File: config.mk
export PLATFORM = sky130hd
export DESIGN_NAME = seq_divider
export DESIGN_NICKNAME = d
export VERILOG_FILES = /design/src/rtl/seq_div_pkg.sv /design/src/rtl/seq_div_datapath.sv /design/src/rtl/seq_divider.sv
export SDC_FILE = /design/constraint.sdc
export NUM_CORES = 1
export LEC_CHECK = 0
export ABC_AREA = 1
export CAP_MARGIN = 0
export CORE_ASPECT_RATIO = 0.9
export CORE_MARGIN = 3
export CORE_UTILIZATION = 40
export DETAILED_ROUTE_END_ITERATION = 6
export SYNTH_ARGS = -nofsm -noshare
export SYNTH_HDL_FRONTEND = slang
export SYNTH_HIERARCHICAL = 1
export SYNTH_SLANG_ARGS = --single-unit
export TNS_END_PERCENT = 5
File: constraint.sdc
create_clock -name clk -period 3.9 [get_ports clk]
set_clock_uncertainty 0.1 [all_clocks]
set_input_delay 0.78 -clock clk [delete_from_list [all_inputs] [get_ports clk]]
set_output_delay 0.78 -clock clk [all_outputs]
set_load 0.02 [all_outputs]
File: src/rtl/seq_div_pkg.sv
// rtl/seq_div_pkg.sv - shared types and constants for the sequential restoring divider
//
// Contents:
//   DEF_WIDTH  - default operand/quotient/remainder width
//   state_e    - controller state encoding (ST_FIX used only with SEQ_DIVIDER_SIGNED_DIV_EN)
//   cnt_width  - iteration counter width for a given operand width
package seq_div_pkg;

    localparam int DEF_WIDTH = 16;

    typedef enum logic [2:0] {
        ST_IDLE   = 3'd0,
        ST_LOAD_D = 3'd1,
        ST_ITER   = 3'd2,
        ST_FIX    = 3'd3,
        ST_DONE   = 3'd4
    } state_e;

    // Counter must hold the value WIDTH itself, hence WIDTH+1 codes.
    function automatic int cnt_width(input int w);
        return $clog2(w + 1);
    endfunction

endpackage

File: src/rtl/seq_div_datapath.sv
// rtl/seq_div_datapath.sv - A/Q/M registers, trial subtractor, counter and result registers
//
// Optional feature macro: SEQ_DIVIDER_SIGNED_DIV_EN (magnitude capture + sign fix-up)
//
// Ports:
//   clk, rst          - clock, synchronous active-high reset
//   data_in           - shared operand bus (divisor on ld_m, dividend on ld_q)
//   ld_m              - capture divisor
//   ld_q              - capture dividend, clear A, preset counter, handle divide by zero
//   iter              - perform one restoring iteration
//   fix               - (signed build only) apply sign correction when latching
//   latch_out         - update quotient/remainder/div_by_zero result registers
//   cnt_one           - counter equals 1 (last iteration this cycle)
//   m_zero            - captured divisor is zero
//   div_by_zero, quotient, remainder - registered results
module seq_div_datapath
    import seq_div_pkg::*;
#(
    parameter int WIDTH = DEF_WIDTH
) (
    input  logic             clk,
    input  logic             rst,
    input  logic [WIDTH-1:0] data_in,
    input  logic             ld_m,
    input  logic             ld_q,
    input  logic             iter,
`ifdef SEQ_DIVIDER_SIGNED_DIV_EN
    input  logic             fix,
`endif
    input  logic             latch_out,
    output logic             cnt_one,
    output logic             m_zero,
    output logic             div_by_zero,
    output logic [WIDTH-1:0] quotient,
    output logic [WIDTH-1:0] remainder
);

    localparam int CW = cnt_width(WIDTH);

    // The partial remainder never reaches the divisor after a restoring step,
    // so its top bit is always zero; only the low WIDTH bits are stored and
    // the extra bit appears only in the trial subtraction.
    logic [WIDTH-1:0] a_q, a_d;
    logic [WIDTH-1:0] q_q, q_d;
    logic [WIDTH-1:0] m_q, m_d;
    logic [CW-1:0]    cnt_q, cnt_d;
    logic [WIDTH-1:0] quot_q, quot_d;
    logic [WIDTH-1:0] rem_q, rem_d;
    logic             dz_q, dz_d;

    logic [WIDTH:0]   s_hi;
    logic [WIDTH:0]   trial;
    logic             fits;
    logic [WIDTH-1:0] a_iter;
    logic [WIDTH-1:0] q_iter;
    logic [WIDTH-1:0] in_mag;

`ifdef SEQ_DIVIDER_SIGNED_DIV_EN
    logic m_neg_q, m_neg_d;
    logic n_neg_q, n_neg_d;
`endif

    always_comb begin
        s_hi   = {a_q, q_q[WIDTH-1]};
        trial  = s_hi - {1'b0, m_q};
        fits   = ~trial[WIDTH];
        a_iter = fits ? trial[WIDTH-1:0] : s_hi[WIDTH-1:0];
        q_iter = {q_q[WIDTH-2:0], fits};
`ifdef SEQ_DIVIDER_SIGNED_DIV_EN
        in_mag = data_in[WIDTH-1] ? (~data_in + 1'b1) : data_in;
`else
        in_mag = data_in;
`endif
    end

    always_comb begin
        a_d    = a_q;
        q_d    = q_q;
        m_d    = m_q;
        cnt_d  = cnt_q;
        quot_d = quot_q;
        rem_d  = rem_q;
        dz_d   = dz_q;
`ifdef SEQ_DIVIDER_SIGNED_DIV_EN
        m_neg_d = m_neg_q;
        n_neg_d = n_neg_q;
`endif

        if (ld_m) begin
            m_d = in_mag;
`ifdef SEQ_DIVIDER_SIGNED_DIV_EN
            m_neg_d = data_in[WIDTH-1];
`endif
        end

        if (ld_q) begin
            q_d   = in_mag;
            a_d   = '0;
            cnt_d = CW'(WIDTH);
`ifdef SEQ_DIVIDER_SIGNED_DIV_EN
            n_neg_d = data_in[WIDTH-1];
`endif
            // Divide by zero: remainder reports the dividend exactly as given.
            if (m_zero) begin
                quot_d = '1;
                rem_d  = data_in;
                dz_d   = 1'b1;
            end
        end

        if (iter) begin
            a_d   = a_iter;
            q_d   = q_iter;
            cnt_d = cnt_q - CW'(1);
        end

        if (latch_out) begin
            dz_d = 1'b0;
`ifdef SEQ_DIVIDER_SIGNED_DIV_EN
            if (fix) begin
                // Truncation toward zero: quotient sign is the XOR of operand
                // signs, remainder follows the dividend. min_int/-1 falls out
                // naturally as magnitude 0x80..0 with no negation.
                quot_d = (m_neg_q ^ n_neg_q) ? (~q_q + 1'b1) : q_q;
                rem_d  = n_neg_q ? (~a_q + 1'b1) : a_q;
            end else begin
                quot_d = q_iter;
                rem_d  = a_iter;
            end
`else
            quot_d = q_iter;
            rem_d  = a_iter;
`endif
        end
    end

    always_ff @(posedge clk) begin
        if (rst) begin
            a_q    <= '0;
            q_q    <= '0;
            m_q    <= '0;
            cnt_q  <= '0;
            quot_q <= '0;
            rem_q  <= '0;
            dz_q   <= 1'b0;
`ifdef SEQ_DIVIDER_SIGNED_DIV_EN
            m_neg_q <= 1'b0;
            n_neg_q <= 1'b0;
`endif
        end else begin
            a_q    <= a_d;
            q_q    <= q_d;
            m_q    <= m_d;
            cnt_q  <= cnt_d;
            quot_q <= quot_d;
            rem_q  <= rem_d;
            dz_q   <= dz_d;
`ifdef SEQ_DIVIDER_SIGNED_DIV_EN
            m_neg_q <= m_neg_d;
            n_neg_q <= n_neg_d;
`endif
        end
    end

    assign cnt_one     = (cnt_q == CW'(1));
    assign m_zero      = (m_q == '0);
    assign div_by_zero = dz_q;
    assign quotient    = quot_q;
    assign remainder   = rem_q;

endmodule

File: src/rtl/seq_divider.sv
// rtl/seq_divider.sv - multi-cycle restoring divider: FSM controller around seq_div_datapath
//
// Optional feature macro: SEQ_DIVIDER_SIGNED_DIV_EN (two's complement operands, extra FIX cycle)
//
// Ports:
//   clk, rst     - clock, synchronous active-high reset
//   start        - begin an operation (sampled in IDLE or DONE)
//   data_in      - divisor in the start cycle, dividend in the following cycle
//   busy         - operation in progress (LOAD_D, ITER, FIX)
//   done         - result valid (DONE state)
//   div_by_zero  - divisor was zero, valid with done
//   quotient     - registered quotient, valid with done
//   remainder    - registered remainder, valid with done
module seq_divider
    import seq_div_pkg::*;
#(
    parameter int WIDTH = DEF_WIDTH
) (
    input  logic             clk,
    input  logic             rst,
    input  logic             start,
    input  logic [WIDTH-1:0] data_in,
    output logic             busy,
    output logic             done,
    output logic             div_by_zero,
    output logic [WIDTH-1:0] quotient,
    output logic [WIDTH-1:0] remainder
);

    state_e state_q, state_d;

    logic ld_m, ld_q, iter, latch_out;
    logic cnt_one, m_zero;
`ifdef SEQ_DIVIDER_SIGNED_DIV_EN
    logic fix;
`endif

    always_ff @(posedge clk) begin
        if (rst) begin
            state_q <= ST_IDLE;
        end else begin
            state_q <= state_d;
        end
    end

    always_comb begin
        state_d   = state_q;
        ld_m      = 1'b0;
        ld_q      = 1'b0;
        iter      = 1'b0;
        latch_out = 1'b0;
        busy      = 1'b0;
        done      = 1'b0;
`ifdef SEQ_DIVIDER_SIGNED_DIV_EN
        fix       = 1'b0;
`endif
        case (state_q)
            ST_IDLE: begin
                if (start) begin
                    ld_m    = 1'b1;
                    state_d = ST_LOAD_D;
                end
            end
            ST_LOAD_D: begin
                busy    = 1'b1;
                ld_q    = 1'b1;
                state_d = m_zero ? ST_DONE : ST_ITER;
            end
            ST_ITER: begin
                busy = 1'b1;
                iter = 1'b1;
                if (cnt_one) begin
`ifdef SEQ_DIVIDER_SIGNED_DIV_EN
                    state_d = ST_FIX;
`else
                    latch_out = 1'b1;
                    state_d   = ST_DONE;
`endif
                end
            end
`ifdef SEQ_DIVIDER_SIGNED_DIV_EN
            ST_FIX: begin
                busy      = 1'b1;
                fix       = 1'b1;
                latch_out = 1'b1;
                state_d   = ST_DONE;
            end
`endif
            ST_DONE: begin
                done = 1'b1;
                // Back-to-back: a new divisor can be taken in the first DONE cycle.
                if (start) begin
                    ld_m    = 1'b1;
                    state_d = ST_LOAD_D;
                end
            end
            default: state_d = ST_IDLE;
        endcase
    end

    seq_div_datapath #(
        .WIDTH(WIDTH)
    ) u_datapath (
        .clk         (clk),
        .rst         (rst),
        .data_in     (data_in),
        .ld_m        (ld_m),
        .ld_q        (ld_q),
        .iter        (iter),
`ifdef SEQ_DIVIDER_SIGNED_DIV_EN
        .fix         (fix),
`endif
        .latch_out   (latch_out),
        .cnt_one     (cnt_one),
        .m_zero      (m_zero),
        .div_by_zero (div_by_zero),
        .quotient    (quotient),
        .remainder   (remainder)
    );

endmodule

==> results of run 1 <==
## through the flow
step           instance area [µm²]  power (mW)
3_3_place_gp                  5710        1.59
2_1_floorplan                 5070        1.44
3_5_place_dp                  5710        1.60
6_report                      5980        2.38
5_1_grt                       5980        2.51
4_1_cts                       5980        2.39
## synthesized netlist by cell type, types with 3 or more instances
cell type	n
o21ai_0	30
o221ai_1	16
a21oi_1	57
nand3b_1	3
and2_1	4
a21oi_2	5
nor2_1	59
nand2_2	24
nand2_1	203
buf_2	5
nand2_4	3
dfxtp_1	89
nor3_1	3
nor2_2	3
xnor2_1	7
a22oi_1	7
nand4_1	8
ha_1	18
nand3_1	48
inv_1	146
clkbuf_1	18
## state kept, by name, indices dropped and copies added, names as in the netlist
| name | cells |
|---|---|
| u_datapath/q_q | 16 |
| u_datapath/remainder | 16 |
| u_datapath/quotient | 16 |
| u_datapath/m_q | 16 |
| state_q | 3 |
| u_datapath/cnt_q | 5 |
| u_datapath/div_by_zero | 1 |
| u_datapath/a_q | 16 |
## final cells by class
type	instances	area share, %
timing repair buffer	61	9.88
tap	160	3.35
sequential	89	29.8
clock inverter	5	0.544
inverter	149	9.36
multi-input combinational	507	43.2
clock buffer	11	3.89
## path summary, 6_finish.rpt
path / from / to
worst max-delay path: state_q[0]$_SDFFE_PP0P_ / busy
worst min-delay path: u_datapath/cnt_q[4]$_SDFFE_PP0P_ / u_datapath/cnt_q[4]$_SDFFE_PP0P_
worst max register to register: u_datapath/m_q[0]$_SDFFE_PP0P_ / u_datapath/remainder[9]$_SDFFE_PP0P_
worst min register to register: u_datapath/cnt_q[4]$_SDFFE_PP0P_ / u_datapath/cnt_q[4]$_SDFFE_PP0P_
## layer usage
layer | vias up | global-route usage [%] | part of all wire [%]
li1 | 2509 | - | -
met1 | 2267 | 28.0 | 49
met2 | 96 | 33.0 | 45
met3 | 11 | 4.58 | 4.8
met4 | 0 | 2.92 | 0.67
met5 | - | 0 | 0
## worst max-delay path, stage by stage, from the launching register on
cell and delay [ps]:
dfxtp_1 330, inv_1 130, nand3_2 120, inv_2 550
or2_1 190, clkdlybuf4s50_1 590
## where the power goes
group | switching [mW] | internal (mW) | leakage, nW | total, mW
Sequential | 0.0313 | 0.954 | 0.723 | 0.985
Combinational | 0.396 | 0.205 | 2.07 | 0.601
Clock | 0.361 | 0.431 | 0.133 | 0.792
## cells by family (layout without fill, tap and decap cells)
family          count (synthesis)  count (layout)
simple gates                  363             363
compound gates                118             118
fa+ha+maj                      19              19
buf+inv                       178             226
flops                          89              89
xor+xnor                        7               7
==> results.sh, run 1 <==
export IMPL_outcome="finished, final reports clean"
export IMPL_cts_root_buf="clkbuf_16"
export IMPL_synthMuxAreaShare_pct=0
export IMPL_drtIter0Drc=358
export IMPL_synth_cell_types=34
export IMPL_arrival_ps=2240
export IMPL_dieArea_um2=14100
export IMPL_drt_antenna_violating_nets=0
export IMPL_grt_use_total_pct=20.2
export IMPL_io_pins=54
export IMPL_required_ps=3020
export IMPL_ir_drop_mv=0.183
export IMPL_yosys_area_top_type="dfxtp_1"
export IMPL_cts_buffers_inserted=9
export IMPL_maxCapViolations=0
export IMPL_dp_slack_ps=1130
export IMPL_drive_above_1_share_pct=7.91
export IMPL_wl_um=13900
export IMPL_syn_inst=774
export IMPL_drc=0
export IMPL_critPathLaunchType="register"
export IMPL_drtPass1Iterations=5
export IMPL_finalSetupTns_ps=0
export IMPL_synth_simple_gate_area_share_pct=31.1
export IMPL_cts_tree="yes"
export IMPL_nets=855
export IMPL_area_growth_pct=17.8
export IMPL_rsz0062_at_grt="no"
export IMPL_synth_edf_count=0
export IMPL_dp_hpwl_um=10400
export IMPL_ys_flop_type="dfxtp_1"
export IMPL_gp_congestion=0.834
export IMPL_syn_area_um2=5070
export IMPL_async_reset_ff_share_pct=0
export IMPL_port_buffers=53
export IMPL_postCtsSetupBuffers=0
export IMPL_wire_per_inst_um=14.2
export IMPL_hold_viol_final=0
export IMPL_fin_ws_ps=775
export IMPL_grt_pass1_vias=4665
export IMPL_worst_r2r_setup_slack_ps=1310
export IMPL_synth_top_family_by_area="simple AND/OR/NAND/NOR gates"
export IMPL_rr_worst_depth=15
export IMPL_syn_nets=812
export IMPL_fp_dieW_um=125
export IMPL_start_util_pct=41.5
export IMPL_finalCritPeriodShare_pct=80.1
export IMPL_slew_headroom_pct=48.4
export IMPL_clkTransAtPathRegs_ps=60
export IMPL_path_max_fanout=38
export IMPL_hold_class="reg -> reg"
export IMPL_ctsResizeCount=0
export IMPL_clk_latency_ps=340
export IMPL_regArea_um2=1780
export IMPL_htree_levels=3
export IMPL_multi_input_area_um2=2580
export IMPL_layout_commonest_cell="nand2_1"
export IMPL_period_needed_ps=3120
export IMPL_fin_util_pct=48.9
export IMPL_synth_adder_area_share_pct=4.83
export IMPL_mostFrequentLayoutCells="nand2_1 (203), inv_1 (146), dfxtp_1 (89), nor2_1 (58), a21oi_1 (57)"
export IMPL_avgSynthCellArea_um2=6.56
export IMPL_grt_pass1_wl_um=23300
export IMPL_setup_viol_count_final=0
export IMPL_grt_ovfl_total=0
export IMPL_grt_max_degree=39
export IMPL_fillers=1249
export IMPL_tightest_slew_ps=773
export IMPL_fin_hold_ws_ps=384
export IMPL_fmax_ghz=0.320
export IMPL_hold_depth=1
export IMPL_clk_path_buf_depth=2
export IMPL_coreArea_um2=12200
export IMPL_synth_seq_area_share_pct=35.1
export IMPL_slew_viol_final=0
export IMPL_yosysTopAreaCellShare_pct=35.1
export IMPL_ys_warn_count=6
export IMPL_antenna_found_initial=0
export IMPL_yosys_area_share_xor_xnor_pct=1.21
export IMPL_crit_type="reg -> out"
export IMPL_vias=4883
export IMPL_clock_sinks=89
export IMPL_post_drt_via_cell_ratio=4.97
export IMPL_p_per_area_nw_per_um2=398
export IMPL_diodes=0
export IMPL_p_leak_nw=2.93
export IMPL_std_cell_rows=38
export IMPL_place_inst=966
export IMPL_stdcell_count=982
export IMPL_synth_compound_area_share_pct=13.7
export IMPL_ys_seq_elements=89
export IMPL_synthTopCellsByArea="dfxtp_1 (35%), nand2_1 (15%), inv_1 (11%)"
export IMPL_dieHeight_um=113
export IMPL_worst_setup_path_end_kind="primary output"
export IMPL_hold_buffers=0
Note: power is estimated with default switching activity, not from simulation.
==> run 2, diff against run 1 <==
==> constraint.sdc (replaced) <==
create_clock -name clk -period 2.7 [get_ports clk]
set_clock_uncertainty 0.1 [all_clocks]
set_input_delay 0.54 -clock clk [delete_from_list [all_inputs] [get_ports clk]]
set_output_delay 0.54 -clock clk [all_outputs]
set_load 0.02 [all_outputs]
==> run 2 against run 1 <==
Sequential power grew 45%; design area grew 1.1%; count of clock-buffer cells in the layout is 1 higher; die area did not move; flip-flop and latch count unchanged; worst hold slack better by 0.85 ps; sequential share of layout area fell by 0.33 points; first-iteration DRC count increased by 0.84%; critical path depth decreased by 1; non-clock buffer count stayed put; global-route usage up 0.28 points; register-to-register slack got worse by 980 ps; critical path type unchanged; largest cell class unchanged; largest power group unchanged.
==> results.sh, run 2 (synthesized netlist as in run 1, its figures left out) <==
export IMPL_outcome="finished, final reports clean"
export IMPL_dieArea_um2=14100
export IMPL_mostFrequentLayoutCells="nand2_1 (203), inv_1 (146), dfxtp_1 (89), nor2_1 (58), a21oi_1 (57)"
export IMPL_clk_path_buf_depth=2
export IMPL_wire_per_inst_um=14.6
export IMPL_path_buf_inv=2
export IMPL_drc=0
export IMPL_worstReg2RegStart="u_datapath/m_q[0]$_SDFFE_PP0P_"
export IMPL_drive_above_1_share_pct=8.03
export IMPL_cts_root_buf="clkbuf_16"
export IMPL_layout_commonest_cell="nand2_1"
export IMPL_rsz0062_at_grt="no"
export IMPL_slew_headroom_pct=44.6
export IMPL_start_util_pct=41.5
export IMPL_p_leak_nw=2.95
export IMPL_crit_type="reg -> out"
export IMPL_wl_um=14300
export IMPL_hold_buffers=0
export IMPL_tightest_slew_ps=828
export IMPL_fin_ws_ps=299
export IMPL_maxCapViolations=0
export IMPL_startpoint="state_q[0]$_SDFFE_PP0P_"
export IMPL_ctsResizeCount=0
export IMPL_hold_class="reg -> reg"
export IMPL_fmax_ghz=0.417
export IMPL_clk_latency_ps=340
export IMPL_critPathLaunchType="register"
export IMPL_grt_pass1_vias=4480
export IMPL_worstHoldStart="u_datapath/a_q[10]$_SDFFE_PP0P_"
export IMPL_critPathTopFamily="buffers and inverters"
export IMPL_htree_levels=3
export IMPL_gp_congestion=0.867
export IMPL_period_needed_ps=2400
export IMPL_place_inst=966
export IMPL_drtPass1Iterations=5
export IMPL_drtIter0Drc=361
export IMPL_cp_slowest_cell="clkdlybuf4s50_1"
export IMPL_fin_util_pct=49.5
export IMPL_post_drt_via_cell_ratio=4.92
export IMPL_vias=4834
export IMPL_std_cell_rows=38
export IMPL_crit_chain="inv_1 -> nor3_2 -> or2_1 -> clkdlybuf4s50_1"
export IMPL_finalCritPeriodShare_pct=88.9
export IMPL_coreArea_um2=12200
export IMPL_drt_antenna_violating_nets=0
export IMPL_grt_ovfl_total=0
export IMPL_clkTransAtPathRegs_ps=60
export IMPL_total_power_mw=3.58
export IMPL_finalSetupTns_ps=0
export IMPL_hold_viol_final=0
export IMPL_dp_hpwl_um=10800
export IMPL_p_per_area_nw_per_um2=592
export IMPL_diodes=0
export IMPL_grt_use_total_pct=20.4
export IMPL_required_ps=2060
export IMPL_setup_viol_count_final=0
export IMPL_clock_sinks=89
export IMPL_postLayoutCellArea_um2=6050
export IMPL_cts_buffers_inserted=9
export IMPL_fp_dieW_um=125
export IMPL_path_max_fanout=4
export IMPL_io_pins=54
export IMPL_postCtsSetupBuffers=0
export IMPL_grt_max_degree=52
export IMPL_port_buffers=53
export IMPL_grt_pass1_wl_um=23300
export IMPL_dieHeight_um=113
export IMPL_nets=855
export IMPL_max_stage_delay_ps=590
export IMPL_antenna_found_initial=0
export IMPL_area_growth_pct=19.1
export IMPL_slew_viol_final=0
export IMPL_ir_drop_mv=0.340
export IMPL_fin_hold_ws_ps=385
export IMPL_stdcell_count=982
export IMPL_dp_slack_ps=334
export IMPL_dpl_instance_area_um2=5740
export IMPL_arrival_ps=1760
export IMPL_cts_tree="yes"
export IMPL_worst_setup_path_end_kind="primary output"
-- run 2: cell count changes in the layout (fill, tap and decap cells not counted), sizes merged --
cell / before / now
bufinv: 0 / 1
clkbuf: 11 / 12
clkinv: 6 / 3
clkinvlp: 0 / 1
-- run 2: area by class of cell --
class,count,area (µm²)
clock buffer,12,256
inverter,149,559
tap,160,200
multi-input combinational,507,2580
fill,1226,6170
clock inverter,4,51.3
sequential,89,1780
timing repair buffer,61,616
-- run 2: routing by layer --
| layer | part of all wire [%] | track usage [%] | vias up |
|---|---|---|---|
| met5 | 0 | 0 | - |
| met1 | 49 | 28.7 | 2226 |
| met4 | 0.59 | 4.24 | 0 |
| li1 | - | - | 2505 |
| met3 | 4.4 | 3.92 | 7 |
| met2 | 46 | 33.1 | 96 |
-- run 2: worst register-to-register path: cells and delay by family (launching register included) --
family | cells | cell delay (ps)
simple gates | 11 | 1110
fa+ha+maj | 2 | 580
flops | 1 | 380
buf+inv | 2 | 100
-- run 2: worst paths after layout --
kind | endpoint | cells past startpoint | slack, ps
worst max-delay path | busy | 4 | 300
worst min-delay path | u_datapath/a_q[10]$_SDFFE_PP0P_ | 2 | 390
worst max register to register | u_datapath/remainder[0]$_SDFFE_PP0P_ | 15 | 330
worst min register to register | u_datapath/a_q[10]$_SDFFE_PP0P_ | 2 | 390
-- run 2: report_power, final --
group          internal (mW)  leakage, nW  switching, mW  total (mW)
Combinational          0.303         2.08          0.569       0.872
Sequential              1.38        0.723         0.0476        1.43
Clock                  0.768        0.149          0.513        1.28
